[src/rtl/count_wrap_monitor_if.sv]
// Bus between the up/down counter and count_wrap_monitor: sample qualifier,
// counter value and the monitor's registered status.
interface count_wrap_monitor_if #(
  parameter int WIDTH  = 3,
  parameter int WRAP_W = 8
);
  logic              en;
  logic [WIDTH-1:0]  cnt_in;
  logic              dir_up;
  logic              dir_valid;
  logic              ovf_pulse;
  logic              unf_pulse;
  logic [WRAP_W-1:0] wrap_count;
  logic              err;
  logic              stall;

  modport master (
    output en, cnt_in,
    input  dir_up, dir_valid, ovf_pulse, unf_pulse, wrap_count, err, stall
  );

  modport slave (
    input  en, cnt_in,
    output dir_up, dir_valid, ovf_pulse, unf_pulse, wrap_count, err, stall
  );
endinterface

[src/rtl/count_wrap_monitor.sv]
// Watches an up/down counter: infers direction, flags wraps and illegal jumps.
// Optional stall detector enabled by defining CWM_STALL_DETECT_EN.
module count_wrap_monitor #(
  parameter int WIDTH       = 3,
  parameter int WRAP_W      = 8,
  parameter int STALL_LIMIT = 4
) (
  input  logic               clk,
  input  logic               rst,
  count_wrap_monitor_if.slave bus
);

  typedef enum logic [1:0] {
    S_INIT = 2'd0,
    S_UP   = 2'd1,
    S_DOWN = 2'd2,
    S_ERR  = 2'd3
  } state_t;

  typedef enum logic [1:0] {
    STEP_UP   = 2'd0,
    STEP_DOWN = 2'd1,
    STEP_HOLD = 2'd2,
    STEP_JUMP = 2'd3
  } step_t;

  localparam logic [WIDTH-1:0]  CNT_MAX  = {WIDTH{1'b1}};
  localparam logic [WIDTH-1:0]  CNT_ZERO = {WIDTH{1'b0}};
  localparam logic [WRAP_W-1:0] WRAP_MAX = {WRAP_W{1'b1}};

  if (WIDTH < 2 || STALL_LIMIT < 1) begin : g_bad_cfg
    $error("count_wrap_monitor: WIDTH must be >= 2 and STALL_LIMIT >= 1");
  end

  function automatic step_t classify_step(input logic [WIDTH-1:0] delta);
    if (delta == WIDTH'(1)) begin
      classify_step = STEP_UP;
    end else if (delta == CNT_MAX) begin
      classify_step = STEP_DOWN;
    end else if (delta == CNT_ZERO) begin
      classify_step = STEP_HOLD;
    end else begin
      classify_step = STEP_JUMP;
    end
  endfunction

  state_t            state_r, state_nxt_s;
  logic [WIDTH-1:0]  prev_r, prev_nxt_s;
  logic              dir_up_r, dir_up_nxt_s;
  logic              dir_valid_r, dir_valid_nxt_s;
  logic              ovf_r, ovf_nxt_s;
  logic              unf_r, unf_nxt_s;
  logic [WRAP_W-1:0] wrap_r, wrap_nxt_s, wrap_inc_s;
  logic              err_r, err_nxt_s;
  logic [WIDTH-1:0]  delta_s;
  step_t             step_s;
  logic              hold_s;

  assign delta_s    = bus.cnt_in - prev_r;
  assign step_s     = classify_step(delta_s);
  assign wrap_inc_s = (wrap_r == WRAP_MAX) ? wrap_r : wrap_r + WRAP_W'(1);
  // The first sample after reset has no predecessor, so it never counts as HOLD.
  assign hold_s     = bus.en && (state_r != S_INIT) && (step_s == STEP_HOLD);

  // Next-state and next-output decode for the direction/wrap FSM.
  always_comb begin
    state_nxt_s     = state_r;
    prev_nxt_s      = prev_r;
    dir_up_nxt_s    = dir_up_r;
    dir_valid_nxt_s = dir_valid_r;
    ovf_nxt_s       = 1'b0;
    unf_nxt_s       = 1'b0;
    wrap_nxt_s      = wrap_r;
    err_nxt_s       = err_r;
    if (bus.en) begin
      prev_nxt_s = bus.cnt_in;
      case (state_r)
        S_INIT: begin
          state_nxt_s = S_UP;
        end
        S_UP, S_DOWN: begin
          case (step_s)
            STEP_UP: begin
              state_nxt_s     = S_UP;
              dir_up_nxt_s    = 1'b1;
              dir_valid_nxt_s = 1'b1;
              if (prev_r == CNT_MAX) begin
                ovf_nxt_s  = 1'b1;
                wrap_nxt_s = wrap_inc_s;
              end else begin
                ovf_nxt_s  = 1'b0;
              end
            end
            STEP_DOWN: begin
              state_nxt_s     = S_DOWN;
              dir_up_nxt_s    = 1'b0;
              dir_valid_nxt_s = 1'b1;
              if (prev_r == CNT_ZERO) begin
                unf_nxt_s  = 1'b1;
                wrap_nxt_s = wrap_inc_s;
              end else begin
                unf_nxt_s  = 1'b0;
              end
            end
            STEP_HOLD: begin
              state_nxt_s = state_r;
            end
            STEP_JUMP: begin
              state_nxt_s = S_ERR;
              err_nxt_s   = 1'b1;
            end
            default: begin
              state_nxt_s = S_ERR;
              err_nxt_s   = 1'b1;
            end
          endcase
        end
        S_ERR: begin
          err_nxt_s = 1'b1;
        end
        default: begin
          state_nxt_s = S_ERR;
          err_nxt_s   = 1'b1;
        end
      endcase
    end else begin
      prev_nxt_s = prev_r;
    end
  end

  // State and status registers.
  always_ff @(posedge clk or posedge rst) begin
    if (rst) begin
      state_r     <= S_INIT;
      prev_r      <= CNT_ZERO;
      dir_up_r    <= 1'b0;
      dir_valid_r <= 1'b0;
      ovf_r       <= 1'b0;
      unf_r       <= 1'b0;
      wrap_r      <= {WRAP_W{1'b0}};
      err_r       <= 1'b0;
    end else begin
      state_r     <= state_nxt_s;
      prev_r      <= prev_nxt_s;
      dir_up_r    <= dir_up_nxt_s;
      dir_valid_r <= dir_valid_nxt_s;
      ovf_r       <= ovf_nxt_s;
      unf_r       <= unf_nxt_s;
      wrap_r      <= wrap_nxt_s;
      err_r       <= err_nxt_s;
    end
  end

  assign bus.dir_up     = dir_up_r;
  assign bus.dir_valid  = dir_valid_r;
  assign bus.ovf_pulse  = ovf_r;
  assign bus.unf_pulse  = unf_r;
  assign bus.wrap_count = wrap_r;
  assign bus.err        = err_r;

`ifdef CWM_STALL_DETECT_EN
  localparam int SCW = $clog2(STALL_LIMIT + 1);
  localparam logic [SCW-1:0] STALL_LIM = SCW'(STALL_LIMIT);

  logic [SCW-1:0] stall_cnt_r, stall_cnt_nxt_s;
  logic           stall_r;

  // Saturating run-length of enabled HOLD samples.
  always_comb begin
    stall_cnt_nxt_s = stall_cnt_r;
    if (!bus.en) begin
      stall_cnt_nxt_s = stall_cnt_r;
    end else if (hold_s) begin
      stall_cnt_nxt_s = (stall_cnt_r >= STALL_LIM) ? STALL_LIM : stall_cnt_r + SCW'(1);
    end else begin
      stall_cnt_nxt_s = {SCW{1'b0}};
    end
  end

  // Stall counter and registered stall flag.
  always_ff @(posedge clk or posedge rst) begin
    if (rst) begin
      stall_cnt_r <= {SCW{1'b0}};
      stall_r     <= 1'b0;
    end else begin
      stall_cnt_r <= stall_cnt_nxt_s;
      stall_r     <= (stall_cnt_nxt_s >= STALL_LIM);
    end
  end

  assign bus.stall = stall_r;
`else
  logic unused_hold_s;
  assign unused_hold_s = hold_s;
  assign bus.stall     = 1'b0;
`endif

endmodule

[src/flat_wrapper.sv]
// flat-port wrapper written by rule: the top's interface ports become plain ports
module count_wrap_monitor_flat 
#(
  parameter int WIDTH       = 3,
  parameter int WRAP_W      = 8,
  parameter int STALL_LIMIT = 4
)
  (clk, rst, bus_en, bus_cnt_in, bus_dir_up, bus_dir_valid, bus_ovf_pulse, bus_unf_pulse, bus_wrap_count, bus_err, bus_stall);
  count_wrap_monitor_if #(.WIDTH(WIDTH), .WRAP_W(WRAP_W)) bus_i ();
  input  logic clk;
  input  logic rst;
  input wire logic [$bits(bus_i.en)-1:0] bus_en;
  input wire logic [$bits(bus_i.cnt_in)-1:0] bus_cnt_in;
  output wire logic [$bits(bus_i.dir_up)-1:0] bus_dir_up;
  output wire logic [$bits(bus_i.dir_valid)-1:0] bus_dir_valid;
  output wire logic [$bits(bus_i.ovf_pulse)-1:0] bus_ovf_pulse;
  output wire logic [$bits(bus_i.unf_pulse)-1:0] bus_unf_pulse;
  output wire logic [$bits(bus_i.wrap_count)-1:0] bus_wrap_count;
  output wire logic [$bits(bus_i.err)-1:0] bus_err;
  output wire logic [$bits(bus_i.stall)-1:0] bus_stall;
  assign bus_i.en = bus_en;
  assign bus_i.cnt_in = bus_cnt_in;
  assign bus_dir_up = bus_i.dir_up;
  assign bus_dir_valid = bus_i.dir_valid;
  assign bus_ovf_pulse = bus_i.ovf_pulse;
  assign bus_unf_pulse = bus_i.unf_pulse;
  assign bus_wrap_count = bus_i.wrap_count;
  assign bus_err = bus_i.err;
  assign bus_stall = bus_i.stall;
  count_wrap_monitor #(.WIDTH(WIDTH), .WRAP_W(WRAP_W), .STALL_LIMIT(STALL_LIMIT)) u_core (.clk(clk), .rst(rst), .bus(bus_i));
endmodule
[config.mk]
export PLATFORM = sky130hd
export DESIGN_NAME = count_wrap_monitor_flat
export DESIGN_NICKNAME = d
export VERILOG_FILES = /design/src/rtl/count_wrap_monitor_if.sv /design/src/rtl/count_wrap_monitor.sv /design/src/flat_wrapper.sv
export SDC_FILE = /design/constraint.sdc
export NUM_CORES = 1
export LEC_CHECK = 0
export BUFFER_PORTS_ARGS = -buffer_cell sky130_fd_sc_hd__buf_2
export CORE_MARGIN = 1.5
export CORE_UTILIZATION = 30
export DETAILED_ROUTE_END_ITERATION = 8
export GPL_TIMING_DRIVEN = 1
export PLACE_DENSITY_LB_ADDON = 0.12
export REMOVE_ABC_BUFFERS = 1
export SLEW_MARGIN = 20
export SYNTH_ARGS = -nofsm -noshare
export SYNTH_HDL_FRONTEND = slang
export SYNTH_SLANG_ARGS = --single-unit
[constraint.sdc]
create_clock -name clk -period 3.2 [get_ports clk]
set_input_delay 0.64 -clock clk [delete_from_list [all_inputs] [get_ports clk]]
set_output_delay 0.64 -clock clk [all_outputs]
set_load 0.01 [all_outputs]
# --- After elaboration in Yosys (flattened, before gate mapping) ---
# Cells that the tools add are included.
totals:
  inputBits: 6
  latch_bits: 0
  mem_bits_rw: 0
  mem_bits_ro: 0
  regBits: 18
  memories: 0
  wordCells: 58
  out_inout_bits: 14
classes:
  eq_ne: 14
  div_mod_pow: 0
  bitwise: 0
  multipliers: 0
  addsub: 2
  muxes: 20
  n_shift: 0
  reduce_logical: 14
  order_cmp: 0
op_table:
  columns: ["op", "count"]
  rows:
  - ["two-way mux 8 bit", 3]
  - ["one-hot mux 8 bit (2 select lines)", 1]
  - ["AND reduction 3 bit", 4]
  - ["two-way mux 1 bit", 10]
  - ["adder 8 x 1 -> 8 bit, second input constant", 1]
  - ["equality test 2 bit, second input constant", 4]
  - ["equality test 8 bit, second input constant", 1]
  - ["equality test 3 bit, second input constant", 2]
  - ["zero test 3 bit", 2]
  - ["one-hot mux 2 bit (3 select lines)", 1]
  - ["nonzero test 2 bit", 3]
  - ["AND reduction 5 bit", 1]
  - ["equality test 2 x 1 -> 1 bit, second input constant", 2]
  - ["zero test 2 bit", 2]
  - ["two-way mux 2 bit", 2]
  - ["inequality test 2 x 1 -> 1 bit, second input constant", 2]
  - ["inequality test 2 bit, second input constant", 2]
  - ["one-hot mux 1 bit (2 select lines)", 2]
  - ["one-hot mux 2 bit (2 select lines)", 1]
  - ["OR reduction 2 bit", 2]
  - ["equality test 3 x 1 -> 1 bit, second input constant", 1]
  - ["subtractor 3 bit", 1]

# --- Logic depth before layout (Yosys ltp) ---
# Gate-level depths: netlist of run 1.
logic_depth:
  word_depth: 9
  ltp_mapped: 8
  mapped_depth_nobuf: 8

# --- Worst setup path after synthesis of run 1 ---
# No wires, ideal clock.
synth_path:
  path_kind: "input to register"
  start: "in bus_cnt_in[0]"
  end: "reg u_core.wrap_r[1], in the netlist u_core.bus.wrap_count[1]"
  setup_time_ns: 0.125
  slack_ns: 0.553
  path_buffers: 0
  t_arrival_ns: 2.522
  t_required_ns: 3.075
  stages: 8
  cell_sequence: "inv_1 > ha_1 > fa_1 > xnor3_2 > xor2_2 > a2111oi_4 > nand2_2 > mux2_4"
synth_via:
  elab_chain_cells: 8
  elab_cells_between_ends: 14
  cone_classes: "add/sub: 1; eq/ne: 5; mux: 4; reduce/logical: 4"
synth_rtl:
  columns: ["element", "line_no", "source"]
  rows:
  - ["start: declaration", "flat_wrapper.sv:13", "input wire logic [$bits(bus_i.cnt_in)-1:0] bus_cnt_in;"]
  - ["subtractor 3 bit (*)", "count_wrap_monitor.sv:59", "assign delta_s = bus.cnt_in - prev_r;"]
  - ["zero test 3 bit", "count_wrap_monitor.sv:40", "end else if (delta == CNT_ZERO) begin"]
  - ["two-way mux 1 bit", "count_wrap_monitor.sv:40", null]
  - ["two-way mux 2 bit", "count_wrap_monitor.sv:38", "end else if (delta == CNT_MAX) begin"]
  - ["two-way mux 2 bit (*)", "count_wrap_monitor.sv:36", "if (delta == WIDTH'(1)) begin"]
  - ["equality test 2 x 1 -> 1 bit or zero test 2 bit (tied branches)", "count_wrap_monitor.sv:82", "case (step_s)"]
  - ["inequality test 2 x 1 -> 1 bit (no line) or nonzero test 2 bit (tied branches)", null, null]
  - ["AND reduction 5 bit (no line)", null, null]
  - ["end signal: assignment", "count_wrap_monitor.sv:140", "wrap_r <= {WRAP_W{1'b0}};"]
  - ["end signal: assignment", "count_wrap_monitor.sv:149", "wrap_r <= wrap_nxt_s;"]
  - ["end: declaration", "count_wrap_monitor.sv:53", "logic [WRAP_W-1:0] wrap_r, wrap_nxt_s, wrap_inc_s;"]
# Mark *: on every way between the ends. The rest lies on a longest branch, timed or not.
# A chain may end at the register's enable or synchronous reset.

# --- Worst setup path in the final report of run 1 ---
# Same ends and word-level chain as after synthesis.

==> results by group, run 1 <==
Layout
  – Final Util: 0.367
  – Share of cells above drive strength 1: 0.361
  – Synthesis-to-finish area growth: 17.7%
  – Area of the multi-input gates: 454 um^2
  – Post-Layout Inst Area: around 1100 um^2
  – Sequential cell area: around 450 um^2
  – # diodes: 0
  – Final #Nets: between 100 and 150
  – Fillers: approximately 310

Die
  – Die area: ~3500 um^2
  – Core Box Area: around 3000 um^2
  – Starting Density: 0.312
  – Die extent in y: a little under 60 um
  – Rows: 20
  – IO Pins: 20
  – Die extent in x: slightly below 60 um

STA
  – Max-slew headroom: 0.536
  – RSZ-0062 raised after global routing: no
  – Slew Viols, Final: 0
  – Final Setup Violations: 0
  – Final hold violation count: 0
  – Setup TNS: 0 ns
  – Worst slew pin tran: 0.695 ns
  – Tmin final: 2.62 ns
  – Max Freq: approximately 380 MHz
  – Final Cycle Share: 0.818
  – Clk_skew: about 0.0056 ns

Detailed routing
  – Via Count: between 600 and 700
  – Final wirelength: approximately 1800 um
  – Vias/cell: roughly 4.6
  – Met1 wire length: approximately 870 um
  – Number of DRC markers in iteration 0: 10
  – Met3 wire length: ~78 um
  – Drt first pass iters: 4
  – DRC: 0
  – Met2 WL: 801 um
  – Post-route ant nets: 0
  – Top Metal Used: met4
  – Post-DR wirelength/cell: approximately 13 um

Synth
  – Largest family of logic cells by synthesized area: simple AND/OR/NAND/NOR gates
  – Async set-reset flop share out of synthesis: 1.00
  – Post-synthesis simple-gate area fraction: 0.135
  – Post-Synth XOR/XNOR Area: 0.107
  – Mux share of post-synthesis cell area: 0.0636
  – Adder-Cell Fraction of Synth Area: 0.0742
  – Compound-gate portion of the synthesized area: 0.0967
  – Post-synthesis sequential area ratio: 0.477
  – Gate Count Post-Synth: 76
  – Top_reg_cell synth: dfrtp_1
  – EDFF count, synth: 0
  – Post-Syn Area: 945 um^2
  – Seq cells post-synth: 18
  – Ys Warns: 0
  – Unique cell type count in the Yosys netlist: 32
  – Synth Area per Inst: 12.4 um^2

CTS
  – H-tree depth: 1
  – CTS resizes: 0
  – CTS root buffer: clkbuf_4
  – CTS sink count: 18
  – Clk slew on worst S/H paths: around 0.11 ns
  – Clk Latency, worst-skew pair: 0.29 ns
  – CTS tree: yes
  – Total CTS buffers: 3
  – CTS Hold Bufs: 0
  – Postcts setup bufs: 0
  – Clock Path Buffers: 2

Placement
  – Placed wire-length estimate: about 1300 um
  – PortBufs: 18
  – Gp weighted congestion: ~0.73
  – Area of placed instances: 1080 um^2

Global route
  – Initial antenna violation count: 0
  – First-pass GRT wire length: a little over 3000 um
  – GRT Util Overall: 0.118
  – Grt ovf: 0
  – Vias in the first global route: 660
  – Largest net degree at the start of global routing: 19

Setup path
  – Worst Path Arrival: 2.81 ns
  – CP cell instances: buf_2 > inv_1 > ha_1 > fa_1 > xnor3_2 > nor3_1 > buf_4 > a2111oi_4 > nand2_2 > mux2_4
  – Critical path required time: approximately 3.4 ns
  – Slowest cell on crit path: a2111oi_4
  – Setup CP Type: in2reg
  – Worst Setup End Kind: flip-flop
  – CP max stage delay: approximately 0.5 ns
  – Worst Setup Start Kind: input pin
  – Worst Path Max Fanout: 7

Pwr
  – Power Density: 632 nW/um^2
  – Leakage power: 0.520 nW
  – VDD IR-drop max: between 300 and 400 uV

Flow run
  – Max Cap Viol: 0

Min path
  – Worst hold path class: in2async

Status
  – Status: finished clean
[layout by cell type (no fill, tap or decap), types with 2 or more instances in the layout]
master    synthesis  routed
nand2_1           3       3
mux2_2            4       4
nor3_1            2       2
nand3_1           3       3
nand4_1           4       4
clkbuf_4          0       3
dfrtp_1          18      18
a22o_1            2       2
buf_2             0      18
xnor2_1           7       7
and4_1            2       2
ha_1              4       4
inv_1             5       5
o21ai_0           2       2
[layer usage]
layer | vias up | global-route usage
li1 | 313 | -
met3 | 2 | 0.0262
met5 | - | 0
met4 | 0 | 0.0487
met2 | 18 | 0.175
met1 | 315 | 0.168
[sequential cells by signal (all words and copies together) (netlist names)]
signal and flops:
u_core.state_r 2, u_core.bus.dir_up 1, u_core.prev_r 3, u_core.bus.unf_pulse 1, u_core.bus.dir_valid 1, u_core.bus.wrap_count 8
u_core.bus.ovf_pulse 1, u_core.bus.err 1
[power by group]
group	internal [W]	leakage, nW	switching [W]
registers	0.000271	0.221	0.0000380
clock network	0.0000692	0.0210	0.0000725
logic	0.000121	0.277	0.000131
total	0.000461	0.520	0.000241
[logic make-up (layout without fill, tap and decap cells)]
group	count (synthesis)	count (layout)
xor+xnor	9	9
flops	18	18
compound gates	10	10
other cells	1	1
fa+ha+maj	5	5
simple gates	21	21
buf+inv	7	28
mux	5	5
[layout make-up]
type	count	share of cell area
multi-input cells	51	0.408
flip-flops and latches	18	0.405
repair buffers	19	0.0877
well taps	44	0.0495
clock buffers	4	0.0326
inverters	5	0.0169
[worst paths after layout]
kind	startpoint	endpoint	slack (ns)	depth (start not counted)
hold / removal	rst	u_core.bus.err$_DFFE_PP0P_	0.44	2
setup reg to reg	u_core.prev_r[0]$_DFFE_PP0P_	u_core.bus.wrap_count[1]$_DFFE_PP0P_	0.64	8
max in group asynchronous	rst	u_core.bus.wrap_count[0]$_DFFE_PP0P_	2.32	2
hold reg to reg	u_core.bus.err$_DFFE_PP0P_	u_core.bus.err$_DFFE_PP0P_	0.47	1
setup / recovery	bus_cnt_in[0]	u_core.bus.wrap_count[1]$_DFFE_PP0P_	0.58	10
min in group clk	u_core.bus.err$_DFFE_PP0P_	u_core.bus.err$_DFFE_PP0P_	0.47	1
[Yosys cell counts, types with 2 or more instances]
cell type | n | area, um^2
and4_1 | 2 | 17.5
o21ai_0 | 2 | 10.0
a22o_1 | 2 | 17.5
inv_1 | 5 | 18.8
ha_1 | 4 | 50.1
mux2_2 | 4 | 45.0
nand4_1 | 4 | 25.0
dfrtp_1 | 18 | 450
xnor2_1 | 7 | 61.3
nand3_1 | 3 | 15.0
nor3_1 | 2 | 10.0
nand2_1 | 3 | 11.3
[worst max-delay path, delay by kind of cell]
kind / cells / cell delay [ns]
fa+ha+maj: 2 / 0.57
compound gates: 1 / 0.49
xor+xnor: 1 / 0.32
mux: 1 / 0.32
buf+inv: 3 / 0.29
simple gates: 2 / 0.19
[stage by stage]
step | cells | hold WS, ns | setup WS [ns] | total power (W)
finish | 141 | 0.435 | 0.584 | 0.000703
CTS | 141 | 0.461 | 0.585 | 0.000716
global route | 141 | 0.500 | 0.440 | 0.000757
global placement | 137 | 0.434 | 0.325 | 0.000566
floorplan | 74 | 0.492 | 0.553 | 0.000490
detailed placement | 137 | 0.441 | 0.267 | 0.000566
No activity file was read; power rests on OpenSTA's default activity.
==> run 2: changes to the inputs <==
clock period = 2.2 ns   (was 3.2 ns; I/O delays follow)
==> results by group, run 2 (synthesis results as in run 1) <==
Status
  – Status: finished clean

Setup path
  – Worst Setup Start Kind: flip-flop
  – Worst Setup End Kind: flip-flop
  – Reg2Reg Depth: 7
  – Worst flop-to-flop path startpoint: u_core.prev_r[0]$_DFFE_PP0P_
  – Worst Path Max Fanout: 6
  – R2r setup slk: between 0.02 and 0.025 ns
  – Worst Path Arrival: 2.36 ns
  – Setup CP Type: reg2reg
  – R2r endpoint: u_core.bus.wrap_count[6]$_DFFE_PP0P_
  – Critical path required time: between 2 and 2.5 ns

Min path
  – Worst hold path class: in2async

Layout
  – Max FFs per register: 8
  – Sequential cell area: roughly 450 um^2
  – Share of cells above drive strength 1: 0.429
  – Fillers: between 300 and 400
  – # diodes: 0
  – Final #Nets: around 120
  – Non-Filler Instances: between 100 and 150
  – Synthesis-to-finish area growth: 24.2%
  – Most frequent cells in the layout: buf_2, dfrtp_1, buf_4
  – Area of the multi-input gates: roughly 460 um^2

STA
  – Max Freq: ~460 MHz
  – Slew Viols, Final: 0
  – Final hold violation count: 0
  – Max-slew headroom: 0.546
  – Worst Setup Slack, final: approximately 0.02 ns
  – Worst slew pin tran: ~0.68 ns
  – Tmin final: 2.18 ns
  – Final Cycle Share: 0.991
  – Final Setup Violations: 0
  – Clk_skew: roughly 0.0028 ns
  – RSZ-0062 raised after global routing: yes

Detailed routing
  – Post-route ant nets: 0
  – Drt first pass iters: 4
  – Met2 WL: around 730 um
  – Vias/cell: 4.48
  – Post-DR wirelength/cell: 11.5 um
  – Final wirelength: about 1700 um
  – DRC: 0
  – Met3 wire length: about 60 um
  – Top Metal Used: met4
  – Via Count: roughly 670
  – Number of DRC markers in iteration 0: 8
  – Met1 wire length: about 890 um

Global route
  – GRT Util Overall: 0.115
  – Vias in the first global route: 660
  – Largest net degree at the start of global routing: 19
  – Grt ovf: 0
  – First-pass GRT wire length: a little under 3000 um
  – Initial antenna violation count: 0

CTS
  – Postcts setup bufs: 0
  – H-tree depth: 1
  – Clk Latency, worst-skew pair: around 0.29 ns
  – Clock Path Buffers: 2
  – CTS sink count: 18
  – Total CTS buffers: 3
  – CTS Hold Bufs: 0
  – CTS tree: yes
  – Clk slew on worst S/H paths: about 0.10 ns
  – CTS root buffer: clkbuf_4

Die
  – Rows: 20
  – Die area: between 3000 and 4000 um^2
  – Die extent in x: roughly 59 um
  – Die extent in y: between 50 and 60 um
  – Starting Density: 0.312
  – Core Box Area: just over 3000 um^2
  – IO Pins: 20

Pwr
  – VDD IR-drop max: 366 uV
  – Power Density: slightly below 900 nW/um^2
  – Leakage power: around 0.55 nW

Placement
  – Gp weighted congestion: 0.756
  – PortBufs: 18
  – Inst Count DP: ~150
  – Dpl ws: -0.321 ns
  – Placed wire-length estimate: between 1000 and 1500 um

Flow run
  – Max Cap Viol: 0
[run 2: critical path, stage by stage (launching register included)]
cell,delay [ns]
dfrtp_1,0.39
ha_1,0.19
fa_2,0.60
nor3_2,0.09
a2111oi_4,0.33
buf_4,0.20
nand4_1,0.12
xnor2_1,0.14
[run 2: worst max path at each step]
stage               depth (start not counted)                                   end                          from
finish                                      7  u_core.bus.wrap_count[6]$_DFFE_PP0P_  u_core.prev_r[0]$_DFFE_PP0P_
global route                                8  u_core.bus.wrap_count[6]$_DFFE_PP0P_  u_core.prev_r[0]$_DFFE_PP0P_
CTS                                         7  u_core.bus.wrap_count[6]$_DFFE_PP0P_  u_core.prev_r[0]$_DFFE_PP0P_
detailed placement                          9  u_core.bus.wrap_count[1]$_DFFE_PP0P_                 bus_cnt_in[0]
global placement                            9  u_core.bus.wrap_count[1]$_DFFE_PP0P_                 bus_cnt_in[0]
floorplan                                   8  u_core.bus.wrap_count[1]$_DFFE_PP0P_                 bus_cnt_in[0]
[run 2: per-stage QoR]
stage | utilization | power (W) | instance area [um^2] | hold slack [ns] | setup TNS (ns)
4_1_cts | 0.388 | 0.00104 | 1170 | 0.257 | 0
6_report | 0.388 | 0.00103 | 1170 | 0.235 | 0
2_1_floorplan | - | 0.000712 | 923 | 0.379 | -1.11
3_5_place_dp | 0.378 | 0.000866 | 1140 | 0.446 | -2.85
3_3_place_gp | 0.378 | 0.000868 | 1140 | 0.439 | -2.89
5_1_grt | 0.388 | 0.00111 | 1170 | 0.301 | -0.554
[run 2: final cells by class]
cell class              count  area share
flip-flops and latches     18       0.384
inverters                   5      0.0160
clock buffers               3      0.0192
repair buffers             28       0.141
well taps                  44      0.0469
multi-input cells          51       0.393
[run 2: what timing repair did]
| item | CTS | global route |
|---|---|---|
| resized for setup | 2 | 0 |
| endpoints found under the setup margin | 9 | 8 |
| pin swaps | 1 | 1 |
[run 2: power by group]
group	internal (W)	switching, W	total [W]
sequential	0.000394	0.0000554	0.000449
clock	0.0000636	0.0000983	0.000162
combinational	0.000219	0.000196	0.000414
[run 2: per-layer routing]
metal | global-route usage | vias up
met3 | 0.0197 | 4
met5 | 0 | -
met4 | 0.0682 | 0
met1 | 0.163 | 317
met2 | 0.165 | 16
li1 | - | 331
==> run 3: changes to the inputs <==
CORE_UTILIZATION = 47   (was 30)
==> results by group, run 3 (synthesis results as in run 1) <==
Status
  – Status: finished, violations left
  – Failing checks: setup timing

Setup path
  – Critical path required time: about 2.4 ns
  – Worst Setup Start Kind: flip-flop
  – Slowest cell on crit path: dfrtp_1
  – CP cell instances: ha_2 > fa_2 > xnor3_2 > buf_4 > nand4b_1 > and4_1 > nand4_1 > xnor2_1
  – Worst Path Max Fanout: 3
  – Worst Path Arrival: 2.49 ns
  – CP max stage delay: ~0.4 ns
  – R2r setup slk: -0.08 ns
  – Worst Setup End Kind: flip-flop
  – Worst flop-to-flop path startpoint: u_core.prev_r[0]$_DFFE_PP0P_
  – Setup CP Type: reg2reg
  – R2r endpoint: u_core.bus.wrap_count[5]$_DFFE_PP0P_
  – Reg2Reg Depth: 8

CTS
  – H-tree depth: 1
  – CTS root buffer: clkbuf_4
  – CTS sink count: 18
  – Clock Path Buffers: 2
  – CTS tree: yes
  – Total CTS buffers: 3
  – Clk Latency, worst-skew pair: 0.29 ns
  – Clk slew on worst S/H paths: roughly 0.10 ns

STA
  – Clk_skew: a little over 0.0009 ns
  – Final Cycle Share: 1.04
  – Max Freq: between 400 and 500 MHz
  – Tmin final: approximately 2.3 ns
  – Worst slew pin tran: between 0.6 and 0.7 ns
  – Worst Setup Slack, final: -0.0827 ns
  – Slew Viols, Final: 0
  – RSZ-0062 raised after global routing: yes
  – Final hold violation count: 0
  – Max-slew headroom: 0.547
  – Final Setup Violations: 6

Detailed routing
  – Post-route ant nets: 0
  – Vias/cell: 5.22
  – Post-DR wirelength/cell: between 10 and 15 um
  – DRC: 0
  – Via Count: between 600 and 700
  – Final wirelength: between 1500 and 2000 um
  – Number of DRC markers in iteration 0: 20
  – Drt first pass iters: 4

Pwr
  – Leakage power: between 0.5 and 0.6 nW
  – VDD IR-drop max: 591 uV
  – Switch Pwr: ~0.00038 W
  – Clock share of power: 0.186
  – Total power: about 0.0011 W
  – Sequential share of power: 0.406
  – Internal power: between 0.0007 and 0.0008 W
  – Combinational power share: 0.408
  – Power Density: a little over 900 nW/um^2
  – Switching share of total power: 0.342

Placement
  – Area of placed instances: about 1100 um^2
  – Placed wire-length estimate: between 1000 and 1500 um
  – Dpl ws: -0.393 ns
  – PortBufs: 18
  – Inst Count DP: approximately 130
  – Gp weighted congestion: slightly above 0.8

Layout
  – Final #Nets: between 100 and 150
  – Final Util: 0.630
  – Most frequent cells in the layout: buf_2, dfrtp_1, buf_4
  – Synthesis-to-finish area growth: 28.2%
  – Max FFs per register: 8
  – Share of cells above drive strength 1: 0.467
  – # diodes: 0
  – Post-Layout Inst Area: between 1000 and 1500 um^2
  – Non-Filler Instances: 134

Global route
  – Initial antenna violation count: 0
  – Routing usage on met2: 0.309
  – Most Crowded Layer GR: met2
  – Grt ovf: 0
  – GR Util met1: 0.210
  – M3 GR Usage: 0.0491
  – Largest net degree at the start of global routing: 19
  – GRT Util Overall: 0.183
  – First-pass GRT wire length: around 2800 um
  – Vias in the first global route: between 600 and 700

Die
  – Die area: 2290 um^2
  – IO Pins: 20
  – Rows: 16
  – Core Box Area: approximately 1900 um^2
  – Starting Density: 0.492
  – Die extent in x: between 40 and 50 um
  – Die extent in y: about 48 um

Min path
  – Worst hold path class: in2async

Flow run
  – Max Cap Viol: 0
==> run 3: changes by cell type in the layout (fill, tap and decap cells not counted), sizes merged <==
cell | before | now
buf | 28 | 29
clkbuf | 3 | 4
==> run 3: cell type report <==
cell class / instances / area (um^2)
clock buffer: 4 / 36.3
fill: 175 / 711
inverter: 5 / 18.8
multi-input combinational: 51 / 495
sequential: 18 / 450
tap: 27 / 33.8
timing repair buffer: 29 / 176
==> run 3: critical path, delay by kind of cell, from the launching register on <==
family        cells  cell delay (ns)
simple gates      3             0.61
fa+ha+maj         2             0.53
xor+xnor          2             0.49
flops             1             0.40
buf+inv           1             0.16
==> run 3: layer usage <==
metal / part of all wire / wire length, um
met5: 0 / 0
met4: 0.020 / 36
met3: 0.048 / 87
met2: 0.50 / 921
met1: 0.43 / 784
==> run 3: timing repair <==
| action | CTS | global route |
|---|---|---|
| setup buffers | 2 | 1 |
| hold buffers | 0 | 0 |
| resized for setup | 2 | 7 |
| setup endpoints to repair | 8 | 11 |
| pin swaps | 4 | 6 |
==> run 3: how the worst max path moves through the flow <==
stage | startpoint | to
2_1_floorplan | bus_cnt_in[0] | u_core.bus.wrap_count[1]$_DFFE_PP0P_
3_3_place_gp | bus_cnt_in[0] | u_core.bus.wrap_count[7]$_DFFE_PP0P_
3_5_place_dp | bus_cnt_in[0] | u_core.bus.wrap_count[5]$_DFFE_PP0P_
4_1_cts | u_core.prev_r[0]$_DFFE_PP0P_ | u_core.bus.wrap_count[5]$_DFFE_PP0P_
5_1_grt | u_core.prev_r[0]$_DFFE_PP0P_ | u_core.bus.wrap_count[7]$_DFFE_PP0P_
6_report | u_core.prev_r[0]$_DFFE_PP0P_ | u_core.bus.wrap_count[5]$_DFFE_PP0P_
==> run 3: power by group through the flow <==
stage	combinational, W	sequential [W]	clock, W
2_1_floorplan	0.000242	0.000470	0
3_3_place_gp	0.000395	0.000454	0
3_5_place_dp	0.000399	0.000456	0
4_1_cts	0.000419	0.000449	0.000214
5_1_grt	0.000494	0.000461	0.000228
6_report	0.000454	0.000451	0.000207
==> run 3: per-stage QoR <==
step / TNS [ns] / hold slack, ns
detailed placement: -2.79 / 0.443
global placement: -2.18 / 0.439
floorplan: -1.11 / 0.379
finish: -0.259 / 0.226
CTS: -0.430 / 0.245
global route: -0.787 / 0.267
